`src/rtl/hazard_ctrl_param_if.sv`:
```
// Decode-stage hazard bus between the MIPS ID/EX datapath and hazard_ctrl_param.
// master = pipeline side (drives decode info), slave = hazard controller.
interface hazard_ctrl_param_if #(
  parameter int REG_W = 5,
  parameter int CNT_W = 16
);
  logic             Jump;
  logic             Branch;
  logic             BranchNe;
  logic             ALUZero;
  logic             memReadEX;
  logic [REG_W-1:0] currRs;
  logic [REG_W-1:0] currRt;
  logic [REG_W-1:0] prevRt;
  logic             UseShamt;
  logic             UseImmed;
  logic             MemStall;
  logic             StatClr;
  logic             IF_write;
  logic             PC_write;
  logic             bubble;
  logic [1:0]       addrSel;
  logic [CNT_W-1:0] StallCount;

  modport master (
    output Jump, Branch, BranchNe, ALUZero, memReadEX,
    output currRs, currRt, prevRt, UseShamt, UseImmed, MemStall, StatClr,
    input  IF_write, PC_write, bubble, addrSel, StallCount
  );

  modport slave (
    input  Jump, Branch, BranchNe, ALUZero, memReadEX,
    input  currRs, currRt, prevRt, UseShamt, UseImmed, MemStall, StatClr,
    output IF_write, PC_write, bubble, addrSel, StallCount
  );
endinterface

```
`src/rtl/hazard_ctrl_param.sv`:
```
// Load-use / branch / jump hazard controller with configurable stall lengths,
// global memory-stall freeze and a saturating PC-held cycle counter.
module hazard_ctrl_param #(
  parameter int REG_W       = 5,
  parameter int LOAD_STALLS = 1,
  parameter int BR_RESOLVE  = 1,
  parameter int CNT_W       = 16
) (
  input logic                Clk,
  input logic                Rst,
  hazard_ctrl_param_if.slave hz
);

  typedef enum logic [2:0] {
    NORMAL   = 3'd0,
    LOAD     = 3'd1,
    BR_WAIT  = 3'd2,
    BR_TAKEN = 3'd3,
    JUMP     = 3'd4
  } state_e;

  // {IF_write, PC_write, bubble, addrSel[1:0]}
  localparam logic [4:0] OUT_DEF  = 5'b11000;
  localparam logic [4:0] OUT_HOLD = 5'b00100;
  localparam logic [4:0] OUT_BRH  = 5'b10000;
  localparam logic [4:0] OUT_JMP  = 5'b01101;
  localparam logic [4:0] OUT_TKN  = 5'b01110;
  localparam logic [4:0] OUT_FRZ  = 5'b00000;

  localparam logic [2:0] LD_INIT = 3'(LOAD_STALLS - 1);
  localparam logic [2:0] BR_INIT = 3'(BR_RESOLVE - 1);

  state_e           state_q, state_d;
  logic [2:0]       cnt_q, cnt_d;
  logic             brne_q, brne_d;
  logic [CNT_W-1:0] stall_cnt_q, stall_cnt_d;
  logic [4:0]       ctl_s;
  logic             rt_used_s;
  logic             ld_hazard_s;

  assign rt_used_s   = ~hz.UseShamt & ~hz.UseImmed;
  assign ld_hazard_s = hz.memReadEX & (hz.prevRt != {REG_W{1'b0}}) &
                       ((hz.currRs == hz.prevRt) | (rt_used_s & (hz.currRt == hz.prevRt)));

  // Next-state and Mealy output decode; Rst and MemStall override the FSM.
  always_comb begin
    state_d = state_q;
    cnt_d   = cnt_q;
    brne_d  = brne_q;
    ctl_s   = OUT_DEF;
    if (Rst) begin
      state_d = NORMAL;
      cnt_d   = 3'd0;
      brne_d  = 1'b0;
      ctl_s   = OUT_DEF;
    end else if (hz.MemStall) begin
      ctl_s = OUT_FRZ;
    end else begin
      case (state_q)
        NORMAL: begin
          if (hz.Jump) begin
            ctl_s   = OUT_JMP;
            state_d = JUMP;
          end else if (ld_hazard_s) begin
            ctl_s   = OUT_HOLD;
            cnt_d   = LD_INIT;
            state_d = LOAD;
          end else if (hz.Branch) begin
            ctl_s   = OUT_BRH;
            cnt_d   = BR_INIT;
            brne_d  = hz.BranchNe;
            state_d = BR_WAIT;
          end else begin
            ctl_s   = OUT_DEF;
            state_d = NORMAL;
          end
        end
        LOAD: begin
          if (cnt_q != 3'd0) begin
            ctl_s = OUT_HOLD;
            cnt_d = cnt_q - 3'd1;
          end else begin
            ctl_s   = OUT_DEF;
            state_d = NORMAL;
          end
        end
        BR_WAIT: begin
          // brne flips the sense of ALUZero so beq and bne share one path
          if (cnt_q != 3'd0) begin
            ctl_s = OUT_HOLD;
            cnt_d = cnt_q - 3'd1;
          end else if (hz.ALUZero ^ brne_q) begin
            ctl_s   = OUT_TKN;
            state_d = BR_TAKEN;
          end else begin
            ctl_s   = OUT_DEF;
            state_d = NORMAL;
          end
        end
        BR_TAKEN, JUMP: begin
          ctl_s   = OUT_DEF;
          state_d = NORMAL;
        end
        default: begin
          ctl_s   = OUT_DEF;
          state_d = NORMAL;
          cnt_d   = 3'd0;
        end
      endcase
    end
  end

  // Saturating count of cycles with PC_write low; clear beats increment.
  always_comb begin
    stall_cnt_d = stall_cnt_q;
    if (Rst || hz.StatClr) begin
      stall_cnt_d = {CNT_W{1'b0}};
    end else if (!ctl_s[3] && (stall_cnt_q != {CNT_W{1'b1}})) begin
      stall_cnt_d = stall_cnt_q + CNT_W'(1);
    end else begin
      stall_cnt_d = stall_cnt_q;
    end
  end

  // State registers; reset is folded into the _d logic above.
  always_ff @(posedge Clk) begin
    state_q     <= state_d;
    cnt_q       <= cnt_d;
    brne_q      <= brne_d;
    stall_cnt_q <= stall_cnt_d;
  end

  assign {hz.IF_write, hz.PC_write, hz.bubble, hz.addrSel} = ctl_s;
  assign hz.StallCount = stall_cnt_q;

endmodule

```
`src/flat_wrapper.sv`:
```
// flat-port wrapper written by rule: the top's interface ports become plain ports
module hazard_ctrl_param_flat 
#(
  parameter int REG_W       = 5,
  parameter int LOAD_STALLS = 1,
  parameter int BR_RESOLVE  = 1,
  parameter int CNT_W       = 16
)
  (Clk, Rst, hz_Jump, hz_Branch, hz_BranchNe, hz_ALUZero, hz_memReadEX, hz_currRs, hz_currRt, hz_prevRt, hz_UseShamt, hz_UseImmed, hz_MemStall, hz_StatClr, hz_IF_write, hz_PC_write, hz_bubble, hz_addrSel, hz_StallCount);
  hazard_ctrl_param_if #(.REG_W(REG_W), .CNT_W(CNT_W)) hz_i ();
  input logic Clk;
  input logic Rst;
  input wire logic [$bits(hz_i.Jump)-1:0] hz_Jump;
  input wire logic [$bits(hz_i.Branch)-1:0] hz_Branch;
  input wire logic [$bits(hz_i.BranchNe)-1:0] hz_BranchNe;
  input wire logic [$bits(hz_i.ALUZero)-1:0] hz_ALUZero;
  input wire logic [$bits(hz_i.memReadEX)-1:0] hz_memReadEX;
  input wire logic [$bits(hz_i.currRs)-1:0] hz_currRs;
  input wire logic [$bits(hz_i.currRt)-1:0] hz_currRt;
  input wire logic [$bits(hz_i.prevRt)-1:0] hz_prevRt;
  input wire logic [$bits(hz_i.UseShamt)-1:0] hz_UseShamt;
  input wire logic [$bits(hz_i.UseImmed)-1:0] hz_UseImmed;
  input wire logic [$bits(hz_i.MemStall)-1:0] hz_MemStall;
  input wire logic [$bits(hz_i.StatClr)-1:0] hz_StatClr;
  output wire logic [$bits(hz_i.IF_write)-1:0] hz_IF_write;
  output wire logic [$bits(hz_i.PC_write)-1:0] hz_PC_write;
  output wire logic [$bits(hz_i.bubble)-1:0] hz_bubble;
  output wire logic [$bits(hz_i.addrSel)-1:0] hz_addrSel;
  output wire logic [$bits(hz_i.StallCount)-1:0] hz_StallCount;
  assign hz_i.Jump = hz_Jump;
  assign hz_i.Branch = hz_Branch;
  assign hz_i.BranchNe = hz_BranchNe;
  assign hz_i.ALUZero = hz_ALUZero;
  assign hz_i.memReadEX = hz_memReadEX;
  assign hz_i.currRs = hz_currRs;
  assign hz_i.currRt = hz_currRt;
  assign hz_i.prevRt = hz_prevRt;
  assign hz_i.UseShamt = hz_UseShamt;
  assign hz_i.UseImmed = hz_UseImmed;
  assign hz_i.MemStall = hz_MemStall;
  assign hz_i.StatClr = hz_StatClr;
  assign hz_IF_write = hz_i.IF_write;
  assign hz_PC_write = hz_i.PC_write;
  assign hz_bubble = hz_i.bubble;
  assign hz_addrSel = hz_i.addrSel;
  assign hz_StallCount = hz_i.StallCount;
  hazard_ctrl_param #(.REG_W(REG_W), .LOAD_STALLS(LOAD_STALLS), .BR_RESOLVE(BR_RESOLVE), .CNT_W(CNT_W)) u_core (.Clk(Clk), .Rst(Rst), .hz(hz_i));
endmodule
```
`config.mk`:
```
export PLATFORM = sky130hd
export DESIGN_NAME = hazard_ctrl_param_flat
export DESIGN_NICKNAME = d
export VERILOG_FILES = /design/src/rtl/hazard_ctrl_param_if.sv /design/src/rtl/hazard_ctrl_param.sv /design/src/flat_wrapper.sv
export SDC_FILE = /design/constraint.sdc
export NUM_CORES = 1
export LEC_CHECK = 0
export CAP_MARGIN = 20
export CORE_ASPECT_RATIO = 1.25
export CORE_MARGIN = 10
export CORE_UTILIZATION = 62
export DETAILED_ROUTE_END_ITERATION = 7
export DONT_BUFFER_PORTS = 1
export PLACE_DENSITY = 0.77
export SLEW_MARGIN = 20
export SYNTH_ARGS = -nofsm -noshare
export SYNTH_HDL_FRONTEND = slang
export SYNTH_SLANG_ARGS = --single-unit
```
`constraint.sdc`:
```
create_clock -name Clk -period 3.4 [get_ports Clk]
set_input_delay 0.17 -clock Clk [delete_from_list [all_inputs] [get_ports Clk]]
set_output_delay 0.17 -clock Clk [all_outputs]
set_load 0.02 [all_outputs]
```
==> run metrics, run 1 <==
status=complete, no violations; register clock-pin slew on the reported worst setup and hold paths=around 120 ps; grt ovf=0; Synth Register Bits=23; total power=between 0.4 and 0.5 mW; synthesized instance count=roughly 200; Num CTS Buffers=3; DR pass1 iterations=4; fin crit share=between 70% and 80%; Worst Skew=between 1 and 1.5 ps; Max Cap Viol=0; pin count of the biggest net entering global routing=22; synthesized area=0.00147 mm2; antenna cells=0; cell taking the most area after synthesis=dfxtp_1; Post CTS Setup Buffer Count=0; CP Launch Type=register; PD cells=around 310 mW/mm2; RSZ-0062 raised after global routing=no; post-place setup slack=718 ps; HP Class=in2reg; Worst EP required=about 3700 ps; per-cell routed wire length=15.9 um; Area growth syn-to-layout=4.26%; initial cell density of the core=between 60% and 70%; Mapped Nets=about 230; commonest cells after routing, fill and taps aside=dfxtp_1 (23), nor2_1 (22), nand2_1 (19); final wirelength=around 3600 um; WS Path Type=reg2reg; largest fanout on the critical path=21; R2R setup slack=700 ps; Yosys top cell area share=~31%; share of the yosys chip area belonging to registers=roughly 31%; fraction of layout cells with a size suffix above 1=just over 5%; IO buf count=0; setup_tns=0 ps; HPWL after detailed placement=2880 um; Synth Warn #=0; Routed Antenna Nets=0; distinct cell type count after synthesis=between 40 and 50; clk_lat worst skew=about 310 ps; minimum clock period=2700 ps; Worst IR Drop VDD=roughly 0.36 mV; routed vias=1,398; die area=around 0.0047 mm2; Slew Limit Fails=0; # H-tree levels=1; crit end category=register; FMAX=370 MHz; register area=about 460 um2; post_cts resized=0; leakage power=between 0.5 and 0.6 nW; GP Congestion=~0.84; nets=226; Synth area leaders=dfxtp_1 (31%), a21oi_1 (6.1%), nor2_1 (5.6%); commonest non-fill, non-tap cell in the layout=dfxtp_1; Core Region=0.00223 mm2; first-pass GRT wire length=between 5000 and 6000 um; 1st-iter DRT viols=52; root buf cell=clkbuf_4; Site Rows=19; setup violators final=0; Hold-fix buffers, CTS=4; TritonCTS clock tree=built; clock buffer depth=2; detailed-route DRC error count=0; Die Span Y=roughly 74 um; total track usage=15.2%; Fin. Hold Viols=0; Sink Count=23; Final Worst Setup Slack=696 ps; Slew HR=between 50% and 60%; I/O pin cnt=47; number of global-route vias before repair=roughly 1,300; Multi-input gate area=932 um2; initial antenna violation count=0; Worst EP arrival=a little under 3000 ps; Die X-Extent=63.6 um; syn avg cell area=approximately 7.5 um2; vias per std cell=a little over 6; Fill cells=around 230; Slew @ Worst Pin=~650 ps
==> cell families after synthesis <==
group,synth area share [%]
simple gates,29.1
compound gates,21.8
flops,31.3
buf+inv,5.28
xor+xnor,7.74
mux,2.21
fa+ha+maj,2.55
==> registers in the layout, summed over array words and instances (netlist names) <==
register / flops
u_core.hz.StallCount: 16
u_core.state_q: 3
u_core.brne_q: 1
u_core.cnt_q: 3
==> worst paths after layout <==
| kind | end | cells past startpoint | startpoint |
|---|---|---|---|
| min reg2reg | u_core.cnt_q[0] | 2 | u_core.cnt_q[0] |
| max | u_core.hz.StallCount[5] | 10 | u_core.cnt_q[0] |
| min | u_core.hz.StallCount[9] | 3 | hz_StatClr |
| max reg2reg | u_core.hz.StallCount[5] | 10 | u_core.cnt_q[0] |
==> worst max-delay path, cell delays in order, from the launching register on <==
cell,delay [ps]
dfxtp_1,350
inv_1,60
ha_1,200
ha_1,250
and2b_1,260
o311ai_1,130
a311o_1,350
a21o_1,200
and2_4,210
or4_1,470
a21oi_1,150
==> routing by layer <==
metal / up-vias / routed length (um) / part of all wire (%) / GRT usage (%)
li1: 709 / - / - / -
met1: 644 / 1300 / 36 / 14.5
met2: 40 / 1960 / 54 / 29.4
met3: 5 / 308 / 8.5 / 5.71
met4: 0 / 47 / 1.3 / 5.60
met5: - / 0 / 0 / 0
==> cell usage after synthesis <==
cell / n
nand3b_1: 1
o311ai_1: 1
nand2b_1: 3
nor2_1: 22
or3_1: 7
o21bai_1: 1
clkbuf_1: 6
a221oi_1: 1
dfxtp_1: 23
and2b_1: 1
xor2_1: 5
inv_1: 9
a21oi_1: 18
nand3_1: 11
and2_1: 2
o2111a_1: 1
and3_1: 2
a211oi_1: 1
nand2_1: 19
o31ai_1: 2
ha_1: 3
buf_2: 2
nand4_1: 4
buf_6: 1
or4_1: 4
a21boi_0: 1
a222oi_1: 1
mux2i_1: 1
a21o_1: 1
o41ai_1: 2
or2_2: 2
mux2_2: 2
a2111oi_0: 1
o21ai_0: 13
o311ai_2: 1
and2_4: 1
nor3_1: 8
xnor2_1: 8
o211ai_1: 3
a311o_1: 1
o22ai_1: 1
==> metrics by stage <==
stage / cells / hold WS, ps / instance area [um2] / utilization [%]
2_1_floorplan: 197 / 306 / 1470 / -
3_3_place_gp: 219 / 242 / 1470 / 65.6
3_5_place_dp: 219 / 246 / 1470 / 65.6
4_1_cts: 227 / 37.6 / 1530 / 68.6
5_1_grt: 227 / 43.1 / 1530 / 68.6
6_report: 227 / 44.9 / 1530 / 68.6
==> final cells by class <==
| type | count | area share (%) |
|---|---|---|
| Sequential cell | 23 | 30.0 |
| Clock buffer | 3 | 1.47 |
| Inverter | 9 | 2.20 |
| Timing Repair Buffer | 4 | 2.61 |
| Clock inverter | 1 | 0.327 |
| Tap cell | 31 | 2.53 |
| Multi-Input combinational cell | 156 | 60.8 |
==> power breakdown <==
group	switching (mW)	internal [mW]
Sequential	0.00723	0.273
Clock	0.0803	0.0440
Combinational	0.0404	0.0286
Note: power is estimated with default switching activity, not from simulation.
==> run 2, diff against run 1 <==
clock period = 2.6 ns   (was 3.4 ns; I/O delays follow)
==> run 2 against run 1 <==
Cell count is 4.0% higher. Clock power is 40% higher. Via count is 2.6% higher. Total power is 36% higher. First-iteration DRC count is 130% higher. Critical path type unchanged. Critical endpoint unchanged. Largest cell class unchanged.
==> run metrics, run 2 (synthesis results as in run 1) <==
pin count of the biggest net entering global routing=22 (unchanged); Int Power=0.460 mW (+33%); FMAX=402 MHz (+8.8%); clock buffer depth=2 (unchanged); nets=235 (+4.0%); Routed Antenna Nets=0 (unchanged); Sink Count=23 (unchanged); min-delay src=hz_MemStall; initial cell density of the core=65.8% (unchanged); Max Cap Viol=0 (unchanged); Die Span Y=74.4 um (unchanged); HPWL after detailed placement=2920 um (+1.5%); TritonCTS clock tree=built; PD cells=399 mW/mm2 (+29%); CP Launch Type=register; setup violators final=0 (unchanged); per-cell routed wire length=16.6 um (+4.3%); max reg flops=16 (unchanged); 1st-iter DRT viols=117 (+130%); fraction of layout cells with a size suffix above 1=11.7% (+6.6 points); Die X-Extent=63.6 um (unchanged); M1 wire length=1430 um (+10%); Slew @ Worst Pin=648 ps (-0.785 ps); Slew HR=56.4% (about the same); GP Congestion=0.874 (+4.5%); max layer used=met4; largest fanout on the critical path=11 (-48%); Area growth syn-to-layout=9.96%; r2r endpoint=u_core.hz.StallCount[5]; I/O pin cnt=47 (unchanged); register clock-pin slew on the reported worst setup and hold paths=130 ps (about the same); Core Region=0.00223 mm2 (unchanged); clk_lat worst skew=320 ps (about the same); Non-Filler Instances=236 (+4.0%); DR pass1 iterations=4 (unchanged); detailed-route DRC error count=0 (unchanged); crit end category=register; initial antenna violation count=0 (unchanged); Fin. Hold Viols=0 (unchanged); die area=0.00473 mm2 (unchanged); IO buf count=0 (unchanged); worst reg2reg startpoint=u_core.cnt_q[0]; number of global-route vias before repair=1,366 (+2.5%); hold path cells=2 (-1); Detail Route met3 WL=297 um (-3.6%); clock network power share=26.8% (+0.5 points); first-pass GRT wire length=6110 um (+2.0%); path depth of the worst reg2reg path=10 (unchanged); WS Path Type=reg2reg; vias per std cell=6.08 (-1.3%); status=complete, no violations; root buf cell=clkbuf_4; HP Class=in2reg; antenna cells=0 (unchanged); # H-tree levels=1 (unchanged); final wirelength=3930 um (+8.4%); minimum clock period=2490 ps (-218 ps); Site Rows=19 (unchanged); Slew Limit Fails=0 (unchanged); Psw=0.184 mW (+44%); dpl cells=225 (+2.7%); leakage power=0.567 nW (+7.4%); Worst IR Drop VDD=0.341 mV (-4.6%); Num CTS Buffers=3 (unchanged); commonest cells after routing, fill and taps aside=nor2_1 (22), dfxtp_1 (22), nand2_1 (19); fin crit share=95.6% (+16 points); combinational share of power=16.9% (+2.3 points); Hold EP=u_core.state_q[1]; grt ovf=0 (unchanged); Worst EP arrival=2760 ps (-190 ps); routed vias=1,434 (+2.6%); total track usage=15.4% (+0.11 points); Fill cells=203 (-11%); Worst EP required=2870 ps (-780 ps); Worst Skew=3.17 ps (+1.68 ps); routed wl met2=2130 um (+8.3%); Seq pwr share=56.3% (-2.9 points); setup_tns=0 ps (unchanged); R2R setup slack=110 ps (-580 ps); switch share=28.6% (+1.5 points); final core occ=72.3% (+3.8 points)
[run 2: how the worst max path moves through the flow]
stage          cells after the start             from  slack, ps                      end
6_report                          10  u_core.cnt_q[0]        110  u_core.hz.StallCount[5]
5_1_grt                           10  u_core.cnt_q[0]         -2  u_core.hz.StallCount[5]
4_1_cts                           10  u_core.cnt_q[0]         20  u_core.hz.StallCount[5]
3_5_place_dp                      10  u_core.cnt_q[0]         40  u_core.hz.StallCount[5]
3_3_place_gp                      10  u_core.cnt_q[0]        150  u_core.hz.StallCount[5]
2_1_floorplan                     11  u_core.cnt_q[0]        130  u_core.hz.StallCount[6]
[run 2: critical path, cell delays in order (launching register included)]
cell	delay [ps]
dfxtp_2	350
inv_1	50
ha_1	200
ha_2	180
and2b_2	220
o311ai_2	100
a311o_1	340
a21o_1	190
and2_4	180
or4_1	480
a21oi_2	120
[run 2: power by group through the flow]
| stage | logic, mW | clock network, mW | registers [mW] |
|---|---|---|---|
| after floorplan | 0.0843 | 0 | 0.368 |
| after global placement | 0.0929 | 0 | 0.371 |
| after detailed placement | 0.0967 | 0 | 0.371 |
| after CTS | 0.104 | 0.173 | 0.363 |
| after global routing | 0.121 | 0.186 | 0.364 |
| final | 0.109 | 0.173 | 0.363 |
[run 2: timing repair]
| action | in CTS | in global routing |
|---|---|---|
| hold buffers | 4 | 0 |
| pin swaps | 0 | 1 |
| endpoints found under the hold margin | 7 | 0 |
| gates cloned | 0 | 1 |
| buffers inserted | 0 | 2 |
| gates resized for setup | 1 | 5 |
| setup endpoints to repair | 1 | 10 |
[run 2: metrics by stage]
step	cell area (um2)	setup WS [ps]	hold slack, ps	power [mW]
after global placement	1510	145	202	0.464
final	1620	114	1.90	0.645
after global routing	1620	-2.30	10.5	0.671
after detailed placement	1510	41.7	204	0.468
after floorplan	1470	130	266	0.453
after CTS	1580	22.8	11.9	0.640
[run 2: cell type report]
class	count	area (um2)	area share, %
Sequential cell	23	462	28.6
Tap cell	31	38.8	2.40
Inverter	9	33.8	2.09
Multi-Input combinational cell	157	955	59.1
Clock buffer	3	22.5	1.39
Clock inverter	1	5.00	0.310
Timing Repair Buffer	12	100	6.19
[run 2: routing by layer]
layer | GRT usage, % | vias up
met4 | 5.84 | 0
met2 | 30.0 | 42
met1 | 15.0 | 662
li1 | - | 723
met3 | 4.50 | 7
met5 | 0 | -
